===== src/rtl/instr_imm_encoder_pkg.sv =====
// rv_pkg: shared immediate-format encoding, used by the immediate
// encoder, the datapath extender and the control decoder.
//   IMM_I/S/B/J : 2-bit immsrc codes
//   enc_res_t   : scatter result (instr[31:7] plus range error)
//   upper_uniform(): true when v[31:lsb] are all equal, so the value
//                    fits a signed field whose MSB is bit lsb
package rv_pkg;
  localparam logic [1:0] IMM_I = 2'b00;
  localparam logic [1:0] IMM_S = 2'b01;
  localparam logic [1:0] IMM_B = 2'b10;
  localparam logic [1:0] IMM_J = 2'b11;

  typedef struct packed {
    logic [24:0] instr;
    logic        err;
  } enc_res_t;

  function automatic logic upper_uniform(input logic [31:0] v, input int unsigned lsb);
    logic [31:0] m;
    m = 32'hFFFF_FFFF << lsb;
    return ((v & m) == m) || ((v & m) == 32'h0);
  endfunction
endpackage


===== src/rtl/instr_imm_encoder_if.sv =====
// Request/response bus of the immediate encoder.
//   in_*  : request side (valid/ready, immsrc, imm, base = instr[31:7])
//   out_* : encoded-word side (valid/ready, instr[31:7], err)
// slave = encoder, master = producer/consumer (bench, generator).
interface instr_imm_encoder_if;
  logic        in_valid;
  logic        in_ready;
  logic [1:0]  in_immsrc;
  logic [31:0] in_imm;
  logic [24:0] in_base;
  logic        out_valid;
  logic        out_ready;
  logic [24:0] out_instr;
  logic        out_err;

  modport slave (
    input  in_valid, in_immsrc, in_imm, in_base, out_ready,
    output in_ready, out_valid, out_instr, out_err
  );
  modport master (
    output in_valid, in_immsrc, in_imm, in_base, out_ready,
    input  in_ready, out_valid, out_instr, out_err
  );
endinterface


===== src/rtl/instr_imm_encoder_imm_scatter.sv =====
// imm_scatter: combinational inverse of the immediate extender.
//   immsrc_i : format select (IMM_I/S/B/J)
//   imm_i    : signed immediate (byte offset for B/J)
//   base_i   : instr[31:7] carrying the non-immediate fields
//   instr_o  : base_i with the immediate scattered into place
//   err_o    : immediate not representable (range or alignment)
// Out-of-range values are still scattered with truncated bits.
module imm_scatter
  import rv_pkg::*;
(
  input  logic [1:0]  immsrc_i,
  input  logic [31:0] imm_i,
  input  logic [24:0] base_i,
  output logic [24:0] instr_o,
  output logic        err_o
);
  // instr bit n lives at instr_o[n-7]
  always_comb begin
    instr_o = base_i;
    err_o   = 1'b0;
    case (immsrc_i)
      IMM_I: begin
        instr_o[24:13] = imm_i[11:0];
        err_o          = !upper_uniform(imm_i, 11);
      end
      IMM_S: begin
        instr_o[24:18] = imm_i[11:5];
        instr_o[4:0]   = imm_i[4:0];
        err_o          = !upper_uniform(imm_i, 11);
      end
      IMM_B: begin
        instr_o[24]    = imm_i[12];
        instr_o[0]     = imm_i[11];
        instr_o[23:18] = imm_i[10:5];
        instr_o[4:1]   = imm_i[4:1];
        err_o          = !upper_uniform(imm_i, 12) || imm_i[0];
      end
      default: begin  // IMM_J
        instr_o[24]    = imm_i[20];
        instr_o[12:5]  = imm_i[19:12];
        instr_o[13]    = imm_i[11];
        instr_o[23:14] = imm_i[10:1];
        err_o          = !upper_uniform(imm_i, 20) || imm_i[0];
      end
    endcase
  end
endmodule


===== src/rtl/instr_imm_encoder.sv =====
// instr_imm_encoder: encodes a signed immediate into an RV32I
// instruction word (I/S/B/J) with a range/alignment check.
//   clk, reset : clock, async active-low reset
//   bus        : request/encoded-word handshake (slave side)
//   clr_err    : synchronous clear of err_count (wins over increment)
//   err_count  : saturating count of accepted errored requests
// Two register stages (S1 = scatter result, S2 = output). in_ready is
// combinational from out_ready so a full pipe still streams 1/cycle.
module instr_imm_encoder
  import rv_pkg::*;
#(
  parameter int unsigned ERRCNT_W = 8
) (
  input  logic                clk,
  input  logic                reset,
  instr_imm_encoder_if.slave  bus,
  input  logic                clr_err,
  output logic [ERRCNT_W-1:0] err_count
);
  logic [24:0]         sc_instr;
  logic                sc_err;
  logic                s1_vld_q, out_vld_q;
  enc_res_t            s1_q, out_q;
  logic [ERRCNT_W-1:0] errcnt_q, errcnt_d;
  logic                s1_take, s2_take, in_fire;

  imm_scatter u_scatter (
    .immsrc_i (bus.in_immsrc),
    .imm_i    (bus.in_imm),
    .base_i   (bus.in_base),
    .instr_o  (sc_instr),
    .err_o    (sc_err)
  );

  assign s2_take      = !out_vld_q || bus.out_ready;
  assign s1_take      = !s1_vld_q || s2_take;
  assign in_fire      = bus.in_valid && s1_take;
  assign bus.in_ready = s1_take;

  always_ff @(posedge clk or negedge reset) begin
    if (!reset) begin
      s1_vld_q  <= 1'b0;
      s1_q      <= '0;
      out_vld_q <= 1'b0;
      out_q     <= '0;
      errcnt_q  <= '0;
    end else begin
      if (s1_take) begin
        s1_vld_q <= bus.in_valid;
        if (bus.in_valid) s1_q <= '{instr: sc_instr, err: sc_err};
      end
      if (s2_take) begin
        out_vld_q <= s1_vld_q;
        if (s1_vld_q) out_q <= s1_q;
      end
      errcnt_q <= errcnt_d;
    end
  end

  always_comb begin
    errcnt_d = errcnt_q;
    if (clr_err)
      errcnt_d = '0;
    else if (in_fire && sc_err && !(&errcnt_q))
      errcnt_d = errcnt_q + {{(ERRCNT_W-1){1'b0}}, 1'b1};
  end

  assign bus.out_valid = out_vld_q;
  assign bus.out_instr = out_q.instr;
  assign bus.out_err   = out_q.err;
  assign err_count     = errcnt_q;
endmodule


===== src/flat_wrapper.sv =====
// flat-port wrapper written by rule: the top's interface ports become plain ports
module instr_imm_encoder_flat import rv_pkg::*;
#(
  parameter int unsigned ERRCNT_W = 8
)
  (clk, reset, clr_err, err_count, bus_in_valid, bus_in_immsrc, bus_in_imm, bus_in_base, bus_out_ready, bus_in_ready, bus_out_valid, bus_out_instr, bus_out_err);
  instr_imm_encoder_if bus_i ();
  input  logic clk;
  input  logic reset;
  input  logic clr_err;
  output logic [ERRCNT_W-1:0] err_count;
  input wire logic [$bits(bus_i.in_valid)-1:0] bus_in_valid;
  input wire logic [$bits(bus_i.in_immsrc)-1:0] bus_in_immsrc;
  input wire logic [$bits(bus_i.in_imm)-1:0] bus_in_imm;
  input wire logic [$bits(bus_i.in_base)-1:0] bus_in_base;
  input wire logic [$bits(bus_i.out_ready)-1:0] bus_out_ready;
  output wire logic [$bits(bus_i.in_ready)-1:0] bus_in_ready;
  output wire logic [$bits(bus_i.out_valid)-1:0] bus_out_valid;
  output wire logic [$bits(bus_i.out_instr)-1:0] bus_out_instr;
  output wire logic [$bits(bus_i.out_err)-1:0] bus_out_err;
  assign bus_i.in_valid = bus_in_valid;
  assign bus_i.in_immsrc = bus_in_immsrc;
  assign bus_i.in_imm = bus_in_imm;
  assign bus_i.in_base = bus_in_base;
  assign bus_i.out_ready = bus_out_ready;
  assign bus_in_ready = bus_i.in_ready;
  assign bus_out_valid = bus_i.out_valid;
  assign bus_out_instr = bus_i.out_instr;
  assign bus_out_err = bus_i.out_err;
  instr_imm_encoder #(.ERRCNT_W(ERRCNT_W)) u_core (.clk(clk), .reset(reset), .bus(bus_i), .clr_err(clr_err), .err_count(err_count));
endmodule

===== config.mk =====
export PLATFORM = sky130hd
export DESIGN_NAME = instr_imm_encoder_flat
export DESIGN_NICKNAME = d
export VERILOG_FILES = /design/src/rtl/instr_imm_encoder_pkg.sv /design/src/rtl/instr_imm_encoder_if.sv /design/src/rtl/instr_imm_encoder_imm_scatter.sv /design/src/rtl/instr_imm_encoder.sv /design/src/flat_wrapper.sv
export SDC_FILE = /design/constraint.sdc
export NUM_CORES = 1
export LEC_CHECK = 0
export ABC_AREA = 1
export BUFFER_PORTS_ARGS = -buffer_cell sky130_fd_sc_hd__buf_2
export CORE_MARGIN = 4
export CORE_UTILIZATION = 54
export DETAILED_ROUTE_END_ITERATION = 10
export GPL_ROUTABILITY_DRIVEN = 0
export PLACE_DENSITY = 0.84
export SLEW_MARGIN = 30
export SYNTH_ARGS = -nofsm -noshare
export SYNTH_HDL_FRONTEND = slang
export SYNTH_SLANG_ARGS = --single-unit

===== constraint.sdc =====
create_clock -name clk -period 3.9 [get_ports clk]
set_clock_uncertainty 0.2 [all_clocks]
set_input_delay 0.39 -clock clk [delete_from_list [all_inputs] [get_ports clk]]
set_output_delay 0.39 -clock clk [all_outputs]
set_load 0.01 [all_outputs]

== Word level (Yosys, flattened, before mapping) ==
Index checks and enable logic that the tools add are counted.
Storage, ports and cells
  register bits after elaboration: 62
  output and inout bits: 36
  bits of input ports: 64
  logic and storage cells: 47
Operators by class
  equal/unequal tests: 5
  reduce and logical (&&, ||, !) cells: 27
  muxes and demuxes: 7
  add/subtract/negate cells: 1
Operators with widths (number)
  $logic_not 32->1: 3
  $mux 8: 3
  $eq 21x21->1 const B: 1
  $eq 20x20->1 const B: 1
  $pmux 5 s2: 2
  $pmux 7 s2: 1
  $eq 12x12->1 const B: 1
  $add 8x1->8 const B: 1
  $reduce_and 8->1: 1
  $logic_or 1x1->1: 7
  $logic_not 1->1: 6
  $reduce_and 2->1: 2
  $reduce_or 2->1: 2
  $logic_and 1x1->1: 3
  $reduce_or 3->1: 1
  $eq 2x1->1 const B: 1
  $eq 2x2->1 const B: 1
  $logic_not 2->1: 1
  $pmux 1 s2: 1
  $reduce_bool 2->1: 1

== Longest topological paths before layout ==
Gate-level depths: netlist of the first run.
  depth in word-level cells: 9
  depth in mapped cells: 11

== By module ==
Synthesis of the first run repeated with hierarchy kept, for this count alone.
Unflattened totals
  cells, all modules: 388
  area, all modules: 3314.4 µm²
By module, submodules not included
  instr_imm_encoder: sequential area each 1551.5 µm², area an instance 2675.1 µm², cells an instance 251, times used 1
  imm_scatter: sequential area each 0.0 µm², area an instance 639.4 µm², cells an instance 137, times used 1

== Worst setup path before layout of the first run ==
OpenSTA, ideal clock, no wires.
  kind: in2reg
  from: input port bus_in_immsrc[0]
  to: register u_core.errcnt_q[2] (netlist: u_core.err_count[2])
  cell stages on the path: 9
  path buffers: 0
  arrival: 1.433 ns
  path slack: 2.148 ns
  setup time: 0.118 ns
  path through: inv_1 > ha_1 > or2_4 > nor2_1 > nand3_1 > nor2_2 > nor2_2 > nand4_1 > nand2_1
On the way
  longest elaborated chain between the ends: 6
Ends and longest elaborated chain
  start: declaration: line flat_wrapper.sv:13  | input wire logic [$bits(bus_i.in_immsrc)-1:0] bus_in_immsrc;
  $eq 2x1->1 / $logic_not 2->1 (equally long branches): line instr_imm_encoder_imm_scatter.sv:21  | case (immsrc_i)
  $reduce_or 2->1 (no source line)
  $pmux 1 s2 *: line instr_imm_encoder_imm_scatter.sv:21
  $logic_and 1x1->1 * (2 in series): line instr_imm_encoder.sv:64  | else if (in_fire && sc_err && !(&errcnt_q))
  $reduce_bool 2->1 (no source line) *
  end signal: assignment: line instr_imm_encoder.sv:56  | errcnt_q <= errcnt_d;
  end: declaration: line instr_imm_encoder.sv:24  | logic [ERRCNT_W-1:0] errcnt_q, errcnt_d;
Mark *: on every way between the ends. The rest lies on a longest branch, timed or not.
A chain may end at the register's enable or synchronous reset.

== Final worst setup path of the first run ==
  from: register u_core.out_vld_q (netlist: u_core.bus.out_valid)
  to: register u_core.errcnt_q[5] (netlist: u_core.err_count[5])
On the way
  longest elaborated chain between the ends: 7
Ends and longest elaborated chain
  start: declaration: line instr_imm_encoder.sv:22  | logic s1_vld_q, out_vld_q;
  start signal: assignment: line instr_imm_encoder.sv:53  | out_vld_q <= s1_vld_q;
  $logic_not 1->1: line instr_imm_encoder.sv:35  | assign s2_take = !out_vld_q || bus.out_ready;
  $logic_or 1x1->1: line instr_imm_encoder.sv:35
  $logic_or 1x1->1: line instr_imm_encoder.sv:36  | assign s1_take = !s1_vld_q || s2_take;
  $logic_and 1x1->1: line instr_imm_encoder.sv:37  | assign in_fire = bus.in_valid && s1_take;
  $logic_and 1x1->1 (2 in series): line instr_imm_encoder.sv:64
  $reduce_bool 2->1 (no source line)
No other way between the ends.

==> results of run 1 <==
## layout make-up
type,instances,share of cell area
inverters,23,0.02278
clock inverters,3,0.01122
repair buffers,95,0.1288
clock buffers,12,0.04358
flip-flops and latches,62,0.4094
multi-input cells,251,0.3605
well taps,72,0.02377
## through the flow
stage / utilization / instance area (um^2)
floorplan: - / 3052
global placement: 0.6483 / 3570
detailed placement: 0.6487 / 3572
CTS: 0.6883 / 3790
global route: 0.6883 / 3790
finish: 0.6883 / 3790
## per-layer routing
layer,wire length [um],track usage,share of wire,vias to the layer above
li1,-,-,-,1337
met1,3050,0.2542,0.43,1293
met2,3545,0.3732,0.50,92
met3,434,0.05754,0.061,14
met4,123,0.08024,0.017,0
met5,0,0,0,-
## worst max-delay path: stages (launching register included)
cell and delay, ns:
dfrtp_1 0.39, nand3_1 0.14, nand2_2 0.22, inv_2 0.54
nand2_1 0.17, nor2_2 0.30, nand4_1 0.14, nand2_1 0.09
## cells in the mapped netlist (5+ instances only)
cell type,instances
mux2_1,13
o21ai_0,13
nand2_1,88
dfrtp_1,62
a31oi_1,14
ha_1,5
inv_1,20
a21oi_1,7
mux2_2,8
nand4_1,10
nor2_1,47
nand3_1,19
buf_2,8
## worst max path at each step
stage,from,endpoint,slack [ns],depth (start not counted)
3_3_place_gp,bus_out_ready,u_core.err_count[7],1.59,9
5_1_grt,u_core.bus.out_valid,u_core.err_count[2],1.37,7
4_1_cts,u_core.bus.out_valid,u_core.err_count[5],1.60,7
3_5_place_dp,bus_out_ready,u_core.err_count[5],1.49,9
2_1_floorplan,bus_in_immsrc[0],u_core.err_count[2],2.15,9
6_report,u_core.bus.out_valid,u_core.err_count[5],1.64,7
## logic make-up (layout without fill, tap and decap cells)
| group | Yosys count | in the layout | synth area share |
|---|---|---|---|
| simple gates | 182 | 182 | 0.2640 |
| flops | 62 | 62 | 0.5084 |
| compound gates | 39 | 39 | 0.07421 |
| buf+inv | 33 | 133 | 0.04387 |
| mux | 21 | 21 | 0.07749 |
| fa+ha+maj | 5 | 5 | 0.02050 |
| xor+xnor | 4 | 4 | 0.01148 |
## power groups by stage
stage	Clock, uW	Sequential [uW]	Combinational (uW)
floorplan	0	918	204
global placement	0	866	442
detailed placement	0	878	456
CTS	586	867	459
global route	620	883	506
finish	580	866	452
## flip-flops by register name (all words and copies together) (netlist names)
register              cells
u_core.bus.out_err        1
u_core.bus.out_instr     25
u_core.bus.out_valid      1
u_core.err_count          8
u_core.s1_q              26
u_core.s1_vld_q           1
## what timing repair did
action,4_1_cts,5_1_grt
hold buffers,1,0
hold endpoints to repair,46,0
buffers inserted,0,0
==> results by group, run 1 <==
Run status
  • Run status: complete, no violations

Min path
  • Kind of path behind the tightest hold check: input port to register
  • Hold Path Origin: bus_in_imm[8]
  • Worst hold endpoint: u_core.s1_q[22]
  • Instance count along the most critical hold path: 3

STA
  • Minimum clock period: roughly 2.3 ns
  • Smallest setup slack after layout: 1.641 ns
  • Actual slew at the worst max-slew pin: 0.6604 ns
  • Final-layout setup total negative slack: 0 ns
  • Relative slew slack: 0.5587
  • Setup repair after global routing missed its margin: no
  • Final hold slack: just under 0.06 ns
  • Count of final setup violators: 0
  • Count of endpoints failing hold in the final timing report: 0
  • Post-route clock period utilization: 0.5792
  • Highest Clock Rate: 442.7 MHz
  • Pins over their slew limit: 0

Place
  • DP Wirelength: about 5300 um
  • Placed Cells: between 500 and 600
  • Number of buffers added on ports: between 90 and 100
  • Dpl ws: 1.494 ns

Critical path
  • Critical register-to-register path startpoint: u_core.bus.out_valid
  • Terminus of the critical flop-to-flop path: u_core.err_count[5]
  • Reg2Reg Depth: 7
  • Worst Path Required: ~4 ns
  • Critical path class: register to register
  • Register-to-register setup slack: approximately 1.6 ns
  • Worst-path maximum fanout: 40
  • WP data arrival: 2.33 ns
  • Crit path launch type: register
  • Kind of end point of the critical path: register

Yosys
  • Sequential cell area fraction in the yosys report: 0.5084
  • Syn Std Cell Area: around 3100 um^2
  • Fraction of post-synthesis cell area in the top cell type by area: 0.5084
  • Largest cells by area after synthesis: dfrtp_1 (51%), nand2_1 (11%), nor2_1 (5.8%)
  • Number of cells produced by synthesis: 346
  • Register bit total from synthesis: 62
  • Distinct cell type count of the synthesized netlist: 32
  • Leading area contributor after synthesis: dfrtp_1
  • Share of flip-flops with an asynchronous set or reset: 1.000
  • Number of warning messages in the yosys log: 0
  • Number of enable flip-flop cells after synthesis: 0
  • Syn Nets: 415
  • Post-Syn Area per Cell: between 8 and 9 um^2
  • Primary FF master, synth: dfrtp_1

Pwr
  • Maximum resistive drop on vdd: around 240 uV
  • Total power: 1898 uW
  • Internal cell power: 1336 uW
  • Net switching fraction of the power: 0.2960
  • Part of the power in registers: 0.456
  • Clk network pwr share: 0.306
  • Gate power share: 0.238
  • Net switching power of the design: around 560 uW
  • Power per unit of standard cell area: approximately 500 nW/um^2
  • Leakage power total: 0.001936 uW

Global route
  • Number of antenna violations at the first check in global routing: 0
  • Combined global-route utilization of all metal layers: 0.2149
  • Grt ovf: 0
  • Global-route wire length before repair: 12070 um
  • Via count of the first global-routing pass: around 2800
  • Largest net degree at the start of global routing: 48

Final layout
  • Number of antenna cells inserted: 0
  • Sequential cell area: around 1600 um^2
  • Layout net count: 511
  • Final Non-Filler Cells: roughly 520
  • Commonest non-fill, non-tap cell in the layout: buf_2
  • Share of final-layout standard cells stronger than drive strength 1: 0.2982
  • Area growth from synthesis to layout: 24.19%
  • Filler instances: 454
  • Most used cells in the layout excluding fill and tap cells: buf_2 (91), nand2_1 (88), dfrtp_1 (62)
  • Total area of multi-input combinational cells: 1366 um^2

Die
  • DIE AREA: 6918 um^2
  • Floorplan row count: 27
  • Die X-Extent: between 80 and 90 um
  • Top Ports: 100
  • Core ar.: 5507 um^2
  • Initial standard-cell utilization of the core: 0.5542
  • Floorplan die height: slightly above 80 um

Clock tree
  • Clock net sink count: 62
  • Max H-tree Level: 3
  • TritonCTS clock tree: yes
  • Post-cts resize count: 0
  • Clock latency reported for the late side of the worst-skew pair: 0.33 ns
  • TritonCTS Buffers: 9
  • Clock-pin slew reported for the worst setup and hold paths after clock tree synthesis: 0.06 ns
  • Clock root buffer: clkbuf_8
  • Number of buffers on the longest clock path: 2

Route
  • DR pass1 iterations: 4
  • Initial detailed-routing violation count: ~180
  • Via density: 5.282
  • DRT Wirelength: 7153 um
  • Final routed wire length divided by cell count: 13.81 um
  • Number of vias after detailed routing: 2736
  • Remaining DRCs: 0
  • Count of antenna-violating nets left after detailed routing: 0

Flow run
  • Max capacitance violation total: 0
Note: power is estimated with default switching activity, not from simulation.
==> inputs of run 2 (changes only) <==
Settings changed: ABC_AREA 1 to 0, CORE_UTILIZATION 54 to 50, PLACE_DENSITY 0.84 to 0.8.
Clock period 3.9 ns to 2.3 ns, I/O delays scaled along.
==> results by group, run 2 <==
Clock tree
  • Max H-tree Level: 3 (unchanged)
  • Clock latency reported for the late side of the worst-skew pair: 0.34 ns (about the same)
  • TritonCTS Buffers: 9 (unchanged)
  • Post-CTS Setup Bufs: 0 (unchanged)
  • TritonCTS clock tree: yes
  • Clock root buffer: clkbuf_8
  • Clock net sink count: 62 (unchanged)
  • Clock-pin slew reported for the worst setup and hold paths after clock tree synthesis: 0.07 ns (about the same)
  • Number of buffers on the longest clock path: 2 (unchanged)

Critical path
  • Critical path class: input port to register
  • Crit-path max cell delay: 0.57 ns (+0.03 ns)
  • Critical path, cell by cell: buf_2 -> or4_4 -> or4_4 -> o31ai_4 -> buf_4 -> nor4_2 -> mux2_1
  • WP buf/inv: 2 (+1)
  • WP depth: 7 (unchanged)
  • CP max stage cell: or4_4
  • Worst Path Required: 2.31 ns (-1.66 ns)
  • WP data arrival: 2.23 ns (-0.10 ns)
  • Worst-path maximum fanout: 9 (-78%)
  • Reg2Reg Depth: 7 (unchanged)
  • Crit path launch type: input port
  • Kind of end point of the critical path: register
  • CP dominant cell by count: or4_4
  • Dominant delay contributor by cell family on the critical path: simple AND/OR/NAND/NOR gates

Global route
  • Grt ovf: 0 (unchanged)
  • Combined global-route utilization of all metal layers: 0.2273 (+0.01239)
  • Number of antenna violations at the first check in global routing: 0 (unchanged)
  • Via count of the first global-routing pass: 2608 (-5.5%)
  • Largest net degree at the start of global routing: 38 (-21%)
  • Global-route wire length before repair: 12630 um (+4.7%)

Yosys
  • Sequential cell area fraction in the yosys report: 0.5368 (+0.02839)
  • Distinct cell type count of the synthesized netlist: 36 (+13%)
  • Number of cells produced by synthesis: 267 (-23%)
  • Share of flip-flops with an asynchronous set or reset: 1.000 (unchanged)
  • Fraction of post-synthesis cell area in the top cell type by area: 0.5368 (+0.02839)
  • Most common cell in the synthesized netlist: dfrtp_1
  • Syn Std Cell Area: 2890 um^2 (-5.3%)
  • Primary FF master, synth: dfrtp_1
  • Syn Nets: 336 (-19%)
  • Number of enable flip-flop cells after synthesis: 0 (unchanged)
  • Post-Syn Area per Cell: 10.82 um^2 (+23%)
  • Number of warning messages in the yosys log: 0 (unchanged)
  • Largest cells by area after synthesis: dfrtp_1 (54%), mux2_2 (10%), nand2_1 (4.8%)
  • Leading area contributor after synthesis: dfrtp_1
  • Register bit total from synthesis: 62 (unchanged)
  • Leading post-synthesis cells by instance count: dfrtp_1 (62), nand2_1 (37), nor2_1 (32)

Final layout
  • Number of flip-flops in the largest register: 26 (unchanged)
  • Commonest non-fill, non-tap cell in the layout: buf_2
  • Filler instances: 386 (-15%)
  • Most used cells in the layout excluding fill and tap cells: buf_2 (92), dfrtp_1 (62), nand2_1 (35)
  • Number of antenna cells inserted: 0 (unchanged)
  • Register with the most flip-flops: u_core.s1_q
  • Final Non-Filler Cells: 480 (-7.3%)
  • Final design area excluding fillers: 4058 um^2 (+7.1%)
  • Layout net count: 472 (-7.6%)
  • Share of final-layout standard cells stronger than drive strength 1: 0.4020 (+0.1038)
  • Area growth from synthesis to layout: 40.39%

Route
  • Final routed wire length divided by cell count: 15.72 um (+14%)
  • Remaining DRCs: 0 (unchanged)
  • Via density: 5.367 (+1.6%)
  • DR pass1 iterations: 4 (unchanged)
  • Number of vias after detailed routing: 2576 (-5.8%)
  • Count of antenna-violating nets left after detailed routing: 0 (unchanged)
  • DRT Wirelength: 7547 um (+5.5%)
  • Initial detailed-routing violation count: 150 (-17%)

Place
  • Number of buffers added on ports: 92 (unchanged)
  • Area after detailed placement: 3528 um^2 (-1.2%)
  • Placed Cells: 436 (-13%)
  • DP Wirelength: 5096 um (-4.0%)

Pwr
  • Power per unit of standard cell area: 741.5 nW/um^2 (+48%)
  • Net switching fraction of the power: 0.2893 (-0.006751)
  • Internal cell power: 2138 uW (+60%)
  • Part of the power in registers: 0.460 (+0.004)
  • Maximum resistive drop on vdd: 564.9 uV (+140%)
  • Clk network pwr share: 0.310 (+0.004)
  • Gate power share: 0.229 (-0.009)
  • Net switching power of the design: 870.4 uW (+55%)
  • Leakage power total: 0.001966 uW (+1.6%)

Die
  • Top Ports: 100 (unchanged)
  • Floorplan row count: 27 (unchanged)
  • DIE AREA: 7061 um^2 (+2.1%)
  • Initial standard-cell utilization of the core: 0.5217 (-0.03251)
  • Die X-Extent: 84.03 um (+1.0%)
  • Core ar.: 5540 um^2 (+0.61%)
  • Floorplan die height: 84.03 um (+1.0%)

STA
  • Pins over their slew limit: 0 (unchanged)
  • Final-layout setup total negative slack: 0 ns (unchanged)
  • Actual slew at the worst max-slew pin: 0.6188 ns (-0.04159 ns)
  • Count of endpoints failing hold in the final timing report: 0 (unchanged)
  • Post-route clock period utilization: 0.9668
  • Minimum clock period: around 2.2 ns
  • Count of final setup violators: 0 (unchanged)
  • Relative slew slack: 0.5875 (+0.02879)
  • Highest Clock Rate: about 450 MHz

Run status
  • Run status: complete, no violations

Min path
  • Kind of path behind the tightest hold check: input port to register
  • Instance count along the most critical hold path: 3 (unchanged)

Flow run
  • Max capacitance violation total: 0 (unchanged)
[run 2: cell count changes in the layout (fill, tap and decap cells not counted), sizes merged, moves of 11 or more]
cell         change
nand3           -14
nor2            -18
nand2           -55
dlygate4sd3     +27
mux2            +11
buf             +13
inv             -16
a31oi           -14
[run 2: kinds of logic (layout without fill, tap and decap cells)]
family / after synthesis / after routing / share of synthesized area
and+or+nand+nor: 113 / 113 / 0.1888
DFF: 62 / 62 / 0.5368
muxes: 41 / 41 / 0.1571
AOI/OAI and AO/OA: 30 / 30 / 0.07490
buffers and inverters: 16 / 157 / 0.02078
adders and majority gates: 5 / 5 / 0.02165
[run 2: through the flow]
stage               setup WS [ns]    util  hold slack [ns]  power [uW]
floorplan                -0.04266       -          -0.2656        1732
global route             -0.01253  0.7324          0.03025        3192
CTS                      0.009596  0.7234         0.004337        3016
finish                    0.07626  0.7324          0.01444        3009
global placement          -0.2060  0.6369          0.06776        2011
detailed placement        -0.2443  0.6369          0.06855        2036
[run 2: power by group through the flow]
stage	Sequential [uW]	Combinational (uW)	Clock (uW)
6_report	1390	689	934
5_1_grt	1410	756	1020
4_1_cts	1380	679	955
3_5_place_dp	1400	633	0
3_3_place_gp	1390	617	0
2_1_floorplan	1450	279	0
[run 2: area by class of cell]
class / instances / area [um^2] / share of cell area
Timing Repair Buffer: 135 / 877.1 / 0.2162
Clock inverter: 7 / 75.07 / 0.01850
Inverter: 6 / 22.52 / 0.005550
Multi-Input combinational cell: 189 / 1318 / 0.3247
Clock buffer: 9 / 123.9 / 0.03053
Tap cell: 72 / 90.09 / 0.02220
Sequential cell: 62 / 1551 / 0.3824
[run 2: tightest hold or removal path, stage by stage]
cell,delay (ns)
buf_2,0.07
mux2i_1,0.05
o21ai_0,0.15
[run 2: worst paths after layout]
path                                 startpoint  slack [ns]                       to
max                              bus_in_imm[20]        0.08      u_core.err_count[4]
min                              bus_in_base[6]        0.01           u_core.s1_q[7]
max reg2reg                u_core.bus.out_valid        0.21      u_core.err_count[7]
min reg2reg                     u_core.s1_q[23]        0.27          u_core.s1_q[23]
max in group asynchronous                 reset        1.05          u_core.s1_q[23]
min in group asynchronous                 reset        0.24  u_core.bus.out_instr[5]
[run 2: repair_timing]
action,CTS,global route
gates resized for setup,0,11
endpoints found under the hold margin,46,0
endpoints found under the setup margin,0,12
hold buffers,28,0
[run 2: per-layer routing]
metal	track usage	up-vias	part of all wire
met3	0.04442	16	0.050
met5	0	-	0
met4	0.1082	0	0.026
met1	0.2853	1236	0.43
met2	0.3752	103	0.50
li1	-	1221	-
